File: config.mk
export PLATFORM = sky130hd
export DESIGN_NAME = scan_test_ctrl
export DESIGN_NICKNAME = d
export VERILOG_FILES = /design/src/rtl/scan_test_pkg.sv /design/src/rtl/scan_misr.sv /design/src/rtl/scan_test_ctrl.sv
export SDC_FILE = /design/constraint.sdc
export NUM_CORES = 1
export LEC_CHECK = 0
export ABC_AREA = 1
export CAP_MARGIN = 10
export CORE_UTILIZATION = 60
export DETAILED_ROUTE_END_ITERATION = 6
export DONT_BUFFER_PORTS = 1
export PLACE_DENSITY = 0.8
export SKIP_LAST_GASP = 1
export SLEW_MARGIN = 20
export SYNTH_ARGS = -nofsm -noshare
export SYNTH_HDL_FRONTEND = slang
export SYNTH_SLANG_ARGS = --single-unit
File: constraint.sdc
create_clock -name clk -period 2.1 [get_ports clk]
set_input_delay 0.42 -clock clk [delete_from_list [all_inputs] [get_ports clk]]
set_output_delay 0.42 -clock clk [all_outputs]
set_load 0.03 [all_outputs]
File: src/rtl/scan_test_pkg.sv
// Shared types and defaults for the scan test sequencer and its MISR.
package scan_test_pkg;

    localparam int SIG_W = 16;

    localparam logic [SIG_W-1:0] DEFAULT_LFSR_SEED = 16'hACE1;
    localparam logic [SIG_W-1:0] DEFAULT_LFSR_POLY = 16'hB400;
    localparam logic [SIG_W-1:0] DEFAULT_MISR_POLY = 16'hB400;

    typedef enum logic [2:0] {
        IDLE,
        SHIFT,
        CAPTURE,
        UNLOAD,
        WAIT_BIST,
        DONE
    } state_t;

    // Galois right-shift step used by the pattern generator.
    function automatic logic [SIG_W-1:0] lfsr_step(input logic [SIG_W-1:0] v,
                                                    input logic [SIG_W-1:0] poly);
        return (v >> 1) ^ (v[0] ? poly : '0);
    endfunction

endpackage

File: src/rtl/scan_misr.sv
// Serial-input MISR that compacts returned scan data into a signature.
module scan_misr
    import scan_test_pkg::*;
#(
    parameter logic [SIG_W-1:0] POLY = DEFAULT_MISR_POLY
) (
    input  logic             clk,
    input  logic             rst,
    input  logic             clear,
    input  logic             enable,
    input  logic             serial_in,
    output logic [SIG_W-1:0] sig
);

    logic [SIG_W-1:0] sig_q;
    logic [SIG_W-1:0] sig_d;

    always_comb begin
        sig_d = sig_q;
        if (clear) begin
            sig_d = '0;
        end else if (enable) begin
            sig_d = {sig_q[SIG_W-2:0], 1'b0}
                  ^ (sig_q[SIG_W-1] ? POLY : '0)
                  ^ {{(SIG_W-1){1'b0}}, serial_in};
        end
    end

    always_ff @(posedge clk or negedge rst) begin
        if (!rst) begin
            sig_q <= '0;
        end else begin
            sig_q <= sig_d;
        end
    end

    assign sig = sig_q;

endmodule

File: src/rtl/scan_test_ctrl.sv
// Scan test sequencer: LFSR pattern load/capture, MISR unload compaction,
// then waits for core BIST and produces a single pass/fail verdict.
module scan_test_ctrl
    import scan_test_pkg::*;
#(
    parameter int               CHAIN_LEN    = 4,
    parameter int               NUM_PATTERNS = 8,
    parameter logic [SIG_W-1:0] LFSR_SEED    = DEFAULT_LFSR_SEED,
    parameter logic [SIG_W-1:0] LFSR_POLY    = DEFAULT_LFSR_POLY,
    parameter logic [SIG_W-1:0] MISR_POLY    = DEFAULT_MISR_POLY,
    parameter logic [SIG_W-1:0] GOLDEN_SIG   = 16'h0000,
    parameter int               BIST_TIMEOUT = 255
) (
    input  logic        clk,
    input  logic        rst,
    input  logic        start,
    input  logic        scan_out,
    input  logic        bist_done,
    input  logic        bist_fail,
    output logic        scan_en,
    output logic        scan_in,
    output logic        busy,
    output logic        done,
    output logic        pass,
    output logic [15:0] signature,
    output logic [7:0]  pattern_cnt
);

    // An all-zero seed would lock the LFSR, so it is replaced by 1.
    localparam logic [SIG_W-1:0] SEED      = (LFSR_SEED == '0) ? 16'h0001 : LFSR_SEED;
    localparam logic [15:0]      LAST_BIT  = 16'(CHAIN_LEN - 1);
    localparam logic [7:0]       LAST_PAT  = 8'(NUM_PATTERNS - 1);
    localparam logic [15:0]      LAST_WAIT = 16'(BIST_TIMEOUT - 1);

    state_t           state_q, state_d;
    logic             start_q;
    logic [SIG_W-1:0] lfsr_q, lfsr_d;
    logic [15:0]      bit_cnt_q, bit_cnt_d;
    logic [15:0]      wait_cnt_q, wait_cnt_d;
    logic [7:0]       pattern_cnt_q, pattern_cnt_d;
    logic             fail_lat_q, fail_lat_d;
    logic             timeout_q, timeout_d;
    logic             scan_en_q, scan_en_d;
    logic             scan_in_q, scan_in_d;
    logic             busy_q, busy_d;
    logic             done_q, done_d;
    logic             pass_q, pass_d;
    logic             misr_clear;
    logic             misr_en;
    logic             start_edge;
    logic [SIG_W-1:0] sig;

    assign start_edge = start & ~start_q;

    always_comb begin
        state_d       = state_q;
        lfsr_d        = lfsr_q;
        bit_cnt_d     = bit_cnt_q;
        wait_cnt_d    = wait_cnt_q;
        pattern_cnt_d = pattern_cnt_q;
        fail_lat_d    = fail_lat_q;
        timeout_d     = timeout_q;
        misr_clear    = 1'b0;
        misr_en       = 1'b0;

        case (state_q)
            IDLE, DONE: begin
                if (start_edge) begin
                    state_d       = SHIFT;
                    lfsr_d        = SEED;
                    bit_cnt_d     = '0;
                    wait_cnt_d    = '0;
                    pattern_cnt_d = '0;
                    fail_lat_d    = 1'b0;
                    timeout_d     = 1'b0;
                    misr_clear    = 1'b1;
                end
            end
            SHIFT: begin
                lfsr_d = lfsr_step(lfsr_q, LFSR_POLY);
                // Pattern 0 unloads pre-test chain content, which is not compacted.
                misr_en = (pattern_cnt_q != '0);
                if (bit_cnt_q == LAST_BIT) begin
                    bit_cnt_d = '0;
                    state_d   = CAPTURE;
                end else begin
                    bit_cnt_d = bit_cnt_q + 16'd1;
                end
            end
            CAPTURE: begin
                pattern_cnt_d = pattern_cnt_q + 8'd1;
                state_d       = (pattern_cnt_q == LAST_PAT) ? UNLOAD : SHIFT;
            end
            UNLOAD: begin
                misr_en = 1'b1;
                if (bit_cnt_q == LAST_BIT) begin
                    bit_cnt_d  = '0;
                    wait_cnt_d = '0;
                    state_d    = WAIT_BIST;
                end else begin
                    bit_cnt_d = bit_cnt_q + 16'd1;
                end
            end
            WAIT_BIST: begin
                if (bist_done) begin
                    fail_lat_d = bist_fail;
                    state_d    = DONE;
                end else if (wait_cnt_q == LAST_WAIT) begin
                    timeout_d = 1'b1;
                    state_d   = DONE;
                end else begin
                    wait_cnt_d = wait_cnt_q + 16'd1;
                end
            end
            default: state_d = IDLE;
        endcase

        // Outputs are registered from the next state so they line up with state_q.
        scan_en_d = (state_d == SHIFT) || (state_d == UNLOAD);
        scan_in_d = (state_d == SHIFT) && lfsr_d[0];
        busy_d    = state_d inside {SHIFT, CAPTURE, UNLOAD, WAIT_BIST};
        done_d    = (state_d == DONE);
        pass_d    = done_d && (sig == GOLDEN_SIG) && !fail_lat_d && !timeout_d;
    end

    always_ff @(posedge clk or negedge rst) begin
        if (!rst) begin
            state_q       <= IDLE;
            start_q       <= 1'b0;
            lfsr_q        <= SEED;
            bit_cnt_q     <= '0;
            wait_cnt_q    <= '0;
            pattern_cnt_q <= '0;
            fail_lat_q    <= 1'b0;
            timeout_q     <= 1'b0;
            scan_en_q     <= 1'b0;
            scan_in_q     <= 1'b0;
            busy_q        <= 1'b0;
            done_q        <= 1'b0;
            pass_q        <= 1'b0;
        end else begin
            state_q       <= state_d;
            start_q       <= start;
            lfsr_q        <= lfsr_d;
            bit_cnt_q     <= bit_cnt_d;
            wait_cnt_q    <= wait_cnt_d;
            pattern_cnt_q <= pattern_cnt_d;
            fail_lat_q    <= fail_lat_d;
            timeout_q     <= timeout_d;
            scan_en_q     <= scan_en_d;
            scan_in_q     <= scan_in_d;
            busy_q        <= busy_d;
            done_q        <= done_d;
            pass_q        <= pass_d;
        end
    end

    scan_misr #(
        .POLY(MISR_POLY)
    ) u_misr (
        .clk      (clk),
        .rst      (rst),
        .clear    (misr_clear),
        .enable   (misr_en),
        .serial_in(scan_out),
        .sig      (sig)
    );

    assign scan_en     = scan_en_q;
    assign scan_in     = scan_in_q;
    assign busy        = busy_q;
    assign done        = done_q;
    assign pass        = pass_q;
    assign signature   = sig;
    assign pattern_cnt = pattern_cnt_q;

endmodule

==> results.py, run 1 <==
metrics = {
    "run_status": {
        "status": "finished with violations",
        "violations": "negative hold slack",
    },
    "grt": {
        "antenna_found_initial": 0,
        "grt.overflow.total": 0,
        "grt.total_usage": 0.267,
        "grt_pass1_vias": 3564,
        "grt_max_degree": 84,
        "use_met3": 0.0528,
        "grt.busiest_layer": "met2",
        "met2_usage": 0.451,
        "grt_pass1_wl_mm": 16.0,
        "grt_util_met1": 0.341,
    },
    "drt": {
        "vias_per_cell": 5.49,
        "drc_errors": 0,
        "antenna_left": 0,
        "drt_wl_total_mm": 9.18,
        "num_vias": 3624,
        "wl_per_cell_um": 13.9,
        "drt_first_iter_violations": 175,
        "first_pass_iters": 4,
    },
    "floorplan": {
        "initial_utilization": 0.635,
        "io_pins": 35,
        "rows": 30,
        "die-area_mm2": 0.00770,
        "die-height_um": 87.8,
        "fp.dieW_um": 87.8,
        "fp.coreArea_mm2": 0.00694,
    },
    "synthesis": {
        "yosys_warnings": 0,
        "synth_most_common_cell": "nand2_1",
        "synthTopCellsByCount": "nand2_1, inv_1, dfrtp_1, nor2_1, nand3_1",
        "synth-main-ff-cell": "dfrtp_1",
        "synth_top_area_cell": "dfrtp_1",
        "synth_nets": 562,
        "synth_edf_count": 0,
        "ys_seq_area_frac": 0.473,
        "syn_area_mm2": 0.00441,
        "ys_ff_latch": 83,
        "synthArstFlopShare": 1.00,
        "netlist_top_cells_area": "dfrtp_1, nand2_1, inv_1",
        "synth.distinct_cells": 37,
        "syn-instance-count": 550,
        "netlist.area_leader.share": 0.425,
        "avgSynthCellArea_um2": 8.02,
    },
    "sta": {
        "hold_ws_ns": -0.263,
        "max_slew_margin": 0.678,
        "rsz0062_at_grt": "false",
        "final.min_clock_period_ns": 1.92,
        "finClkSkew_ns": 0.0125,
        "worst_pin_slew_ns": 0.479,
        "hold_violations": 83,
        "clock.fmax_mhz": 521,
        "setup_viol": 0,
        "layout_setup_ws_ns": 0.182,
        "fin_tns_setup_ns": 0,
        "fin_crit_sh": 0.913,
        "finalMaxSlewViolations": 0,
    },
    "final_layout": {
        "drive_above_1_share": 0.112,
        "num-nets-final": 571,
        "diodes": 0,
        "final_util": 0.688,
        "syn_to_final_growth_pct": 8.25,
    },
    "power_and_ir_drop": {
        "ir_drop_v": 0.000711,
        "powerDensity_mw_per_mm2": 1480,
        "p_leak_uw": 0.00229,
    },
    "worst_setup_path": {
        "startpoint": "wait_cnt_q[0]$_DFFE_PN0P_",
        "cp_max_fo": 28,
        "cp.arrival_ns": 2.20,
        "crit-reg2reg-launch": "wait_cnt_q[0]$_DFFE_PN0P_",
        "crit_slowest_cell": "dfrtp_1",
        "required_ns": 2.38,
        "critPathKind": "flip-flop to flip-flop",
        "cp_cell_sequence": "inv_1, ha_1, inv_1, nor2_1, nand2_1, nor2_1, nand3_1, nand3_4, nor2_8, nand3_1, o21ai_2",
        "startpoint_type": "flip-flop",
        "slowest_delay_ns": 0.42,
        "endpoint_kind": "flip-flop",
    },
    "cts": {
        "cts_tree": "yes",
        "clockBufferDepth": 2,
        "clock_sinks": 83,
        "cts-htree-levels": 3,
        "root_buffer": "clkbuf_8",
        "clk_pin_slew_ns": 0.10,
        "numCtsBuffers": 9,
        "clk_latency_ns": 0.36,
    },
    "place": {
        "hpwlAfterDp_mm": 6.53,
        "gp_congestion": 0.901,
        "port_buffers": 0,
        "dp_slack_ns": 0.188,
    },
    "min_path": {
        "hold_path_class": "primary input to asynchronous set/reset pin",
    },
    "flow_run": {
        "maxCapViolations": 0,
    },
}
placed cells by master, fill, tap and decap left out, types with 2 or more instances in the layout:
master | netlist | routed
nor2_8 | 2 | 2
nand4_1 | 11 | 11
o21ai_1 | 4 | 4
dfstp_2 | 8 | 8
nor3_1 | 10 | 10
clkbuf_8 | 0 | 9
nor4_1 | 2 | 2
inv_6 | 0 | 3
inv_2 | 4 | 4
o21ai_2 | 13 | 13
nand3_1 | 43 | 43
dfrtp_1 | 75 | 75
o22ai_1 | 23 | 23
a21oi_1 | 15 | 15
inv_1 | 84 | 84
bufinv_16 | 0 | 3
nor2_2 | 2 | 2
nor2_1 | 70 | 70
o21ai_0 | 23 | 23
ha_1 | 6 | 6
xnor2_1 | 5 | 5
xor2_1 | 13 | 13
nand2_2 | 4 | 4
buf_4 | 2 | 8
nand2_1 | 112 | 112
cell families (layout without fill, tap and decap cells):
logic type               count (synthesis)  in the layout  synth area share
AND/OR/NAND/NOR                        261            261             0.265
buffers and inverters                   99            113            0.0916
AO/OA/AOI/OAI                           83             83             0.117
flip-flops                              83             83             0.473
XOR/XNOR                                18             18            0.0357
adder cells (fa/ha/maj)                  6              6            0.0170
state kept, by name (all words and copies together), names as in the netlist, 3 cells and up:
| name | flops |
|---|---|
| bit_cnt_q | 16 |
| lfsr_q | 16 |
| pattern_cnt | 8 |
| state_q | 3 |
| u_misr.sig | 16 |
| wait_cnt_q | 16 |
final cells by class:
| type | instances | area [um2] |
|---|---|---|
| clock inverters | 7 | 128 |
| well taps | 96 | 120 |
| multi-input cells | 368 | 1920 |
| flip-flops and latches | 83 | 2090 |
| repair buffers | 8 | 60.1 |
| clock buffers | 9 | 124 |
| inverters | 89 | 337 |
| fillers | 558 | 2170 |
metal layers:
metal	wire, um	up-vias	part of all wire
met1	4190	1732	0.46
met2	4430	90	0.48
met5	0	-	0
met3	451	12	0.049
li1	-	1790	-
met4	110	0	0.012
timing repair:
| item | 4_1_cts | 5_1_grt |
|---|---|---|
| setup buffers | 0 | 0 |
| gates resized for setup | 0 | 0 |
| hold endpoints to repair | 83 | 83 |
worst paths after layout:
check | depth (start not counted) | slack [ns] | to
min in group clk | 0 | 0.09 | start_q$_DFF_PN0_
worst min-delay path | 0 | -0.26 | u_misr.sig[8]$_DFFE_PN0P_
worst min register to register | 2 | 0.49 | lfsr_q[7]$_DFFE_PN1P_
worst max-delay path | 11 | 0.18 | wait_cnt_q[0]$_DFFE_PN0P_
max in group asynchronous | 0 | 2.16 | lfsr_q[11]$_DFFE_PN1P_
worst max register to register | 11 | 0.18 | wait_cnt_q[0]$_DFFE_PN0P_
metrics by stage:
stage               hold slack [ns]  area, um2  std cells  total power (uW)
floorplan                     0.124       4410        550              5090
CTS                          -0.270       4780        660              7080
finish                       -0.263       4780        660              7060
detailed placement            0.126       4520        644              5630
global route                 -0.284       4780        660              7580
global placement              0.126       4520        644              5510
worst max-delay path, delay by kind of cell (launching register included):
kind	cells	cell delay (ns)
AOI/OAI and AO/OA	1	0.09
adders and majority gates	1	0.21
buffers and inverters	2	0.18
and+or+nand+nor	7	0.96
DFF	1	0.42
report_power, final:
group          switching (uW)  internal [uW]
Clock                     620            811
Sequential                800           2170
Combinational            1750            914
No activity file was read; power rests on OpenSTA's default activity.
==> run 2: changes to the inputs <==
--- a/config.mk
+++ b/config.mk
@@ -7,10 +7,10 @@
 export LEC_CHECK = 0
 export ABC_AREA = 1
 export CAP_MARGIN = 10
-export CORE_UTILIZATION = 60
+export CORE_UTILIZATION = 55
 export DETAILED_ROUTE_END_ITERATION = 6
 export DONT_BUFFER_PORTS = 1
-export PLACE_DENSITY = 0.8
+export PLACE_DENSITY = 0.74
 export SKIP_LAST_GASP = 1
 export SLEW_MARGIN = 20
 export SYNTH_ARGS = -nofsm -noshare
==> run 2 against run 1 <==
The run still ends with negative hold slack left; worst setup slack better by 0.028 ns; clock power fell by 16%; final area down 0.58%; critical path type unchanged; total power shrank 3.4%; global-route usage is 3.5 points lower; first-iteration DRC count up 23%; largest cell class unchanged.
==> results.py, run 2 (synthesis gave the netlist of run 1 again) <==
metrics = {
    "sta": {
        "rsz0062_at_grt": "false",
        "max_slew_margin": 0.692,
        "fin_tns_setup_ns": 0,
        "final.min_clock_period_ns": 1.89,
        "hold_ws_ns": -0.253,
        "setup_viol": 0,
        "fin_crit_sh": 0.900,
        "worst_pin_slew_ns": 0.460,
        "layout_setup_ws_ns": 0.209,
        "hold_violations": 83,
        "finClkSkew_ns": 0.00868,
        "finalMaxSlewViolations": 0,
        "clock.fmax_mhz": 529,
    },
    "grt": {
        "grt.total_usage": 0.233,
        "antenna_found_initial": 0,
        "grt.overflow.total": 0,
        "grt_pass1_wl_mm": 15.5,
        "grt_max_degree": 84,
        "grt_pass1_vias": 3485,
    },
    "cts": {
        "numCtsBuffers": 9,
        "root_buffer": "clkbuf_8",
        "clockBufferDepth": 2,
        "clk_pin_slew_ns": 0.09,
        "cts_setup_buffers": 0,
        "clock_sinks": 83,
        "cts_tree": "yes",
        "clk_latency_ns": 0.35,
        "cts-htree-levels": 3,
        "post_cts_resized": 0,
    },
    "place": {
        "hpwlAfterDp_mm": 6.55,
        "place_area_mm2": 0.00454,
        "port_buffers": 0,
        "dp_slack_ns": 0.214,
        "gp_congestion": 0.890,
    },
    "final_layout": {
        "syn_to_final_growth_pct": 7.63,
        "final_common_cell": "nand2_1",
        "nFillCells": 689,
        "final_area_mm2": 0.00475,
        "diodes": 0,
        "ff_latch_area_mm2": 0.00209,
        "final_cell_mix": "nand2_1, inv_1, dfrtp_1",
        "num-nets-final": 572,
        "drive_above_1_share": 0.113,
        "multiInputGateArea_mm2": 0.00192,
    },
    "floorplan": {
        "die-area_mm2": 0.00838,
        "rows": 32,
        "die-height_um": 91.6,
        "fp.dieW_um": 91.6,
        "io_pins": 35,
        "fp.coreArea_mm2": 0.00773,
        "initial_utilization": 0.571,
    },
    "drt": {
        "num_vias": 3602,
        "drt_wl_total_mm": 8.97,
        "drt_first_iter_violations": 215,
        "first_pass_iters": 4,
        "drc_errors": 0,
        "antenna_left": 0,
        "wl_per_cell_um": 13.4,
        "vias_per_cell": 5.40,
    },
    "worst_setup_path": {
        "critPathKind": "flip-flop to flip-flop",
        "endpoint_kind": "flip-flop",
        "crit_slowest_cell": "dfrtp_1",
        "cp.arrival_ns": 2.18,
        "cp_cell_sequence": "inv_1, ha_1, inv_1, nor2_1, nand2_1, nor2_1, nand3_1, nand3_4, nor2_8, nand3_1, o21ai_2",
        "startpoint_type": "flip-flop",
        "cp_max_fo": 28,
        "rr_worst_depth": 11,
        "required_ns": 2.39,
        "slowest_delay_ns": 0.41,
    },
    "min_path": {
        "hold_path_class": "primary input to asynchronous set/reset pin",
    },
    "power_and_ir_drop": {
        "powerDensity_mw_per_mm2": 1440,
        "power.total_uw": 6820,
        "p_leak_uw": 0.00227,
        "ir_drop_v": 0.000504,
    },
    "run_status": {
        "status": "finished with violations",
        "violations": "negative hold slack",
    },
    "flow_run": {
        "maxCapViolations": 0,
    },
}
[run 2: changes by cell type in the layout (fill, tap and decap cells not counted)]
cell        previous run  this run
inv_8                  1         0
bufinv_16              3         1
clkinvlp_4             0         2
clkbuf_8               9        10
buf_4                  8         9
inv_6                  3         2
clkinv_4               0         1
[run 2: metrics by stage]
| step | instances | utilization |
|---|---|---|
| 2_1_floorplan | 550 | - |
| 3_3_place_gp | 651 | 0.587 |
| 3_5_place_dp | 651 | 0.587 |
| 4_1_cts | 667 | 0.614 |
| 5_1_grt | 667 | 0.614 |
| 6_report | 667 | 0.614 |
[run 2: metal layers]
layer,vias up,part of all wire,track usage
met5,-,0,0
met4,0,0.010,0.0913
met3,10,0.054,0.0469
met2,91,0.47,0.383
met1,1707,0.47,0.301
li1,1794,-,-
[run 2: report_power, final]
part	internal [uW]	total (uW)	switching (uW)
sequential	2170	2950	779
combinational	919	2670	1750
clock	592	1200	609
[run 2: final timing paths]
path,slack (ns),end,start
worst min register to register,0.50,lfsr_q[8]$_DFFE_PN0P_,lfsr_q[8]$_DFFE_PN0P_
worst max register to register,0.21,wait_cnt_q[6]$_DFFE_PN0P_,wait_cnt_q[0]$_DFFE_PN0P_
max in group asynchronous,2.11,lfsr_q[15]$_DFFE_PN1P_,rst
min in group clk,0.09,start_q$_DFF_PN0_,start
worst max-delay path,0.21,wait_cnt_q[6]$_DFFE_PN0P_,wait_cnt_q[0]$_DFFE_PN0P_
worst min-delay path,-0.25,u_misr.sig[3]$_DFFE_PN0P_,rst
[run 2: layout make-up]
cell class,instances,area share
multi-input combinational,368,0.404
sequential,83,0.440
timing repair buffer,9,0.0142
tap,102,0.0269
clock buffer,10,0.0290
clock inverter,6,0.0150
inverter,89,0.0709
[run 2: worst max-delay path, delay by kind of cell, from the launching register on]
| family | cells | cell delay, ns |
|---|---|---|
| flops | 1 | 0.41 |
| simple gates | 7 | 0.96 |
| fa+ha+maj | 1 | 0.20 |
| buf+inv | 2 | 0.16 |
| compound gates | 1 | 0.09 |
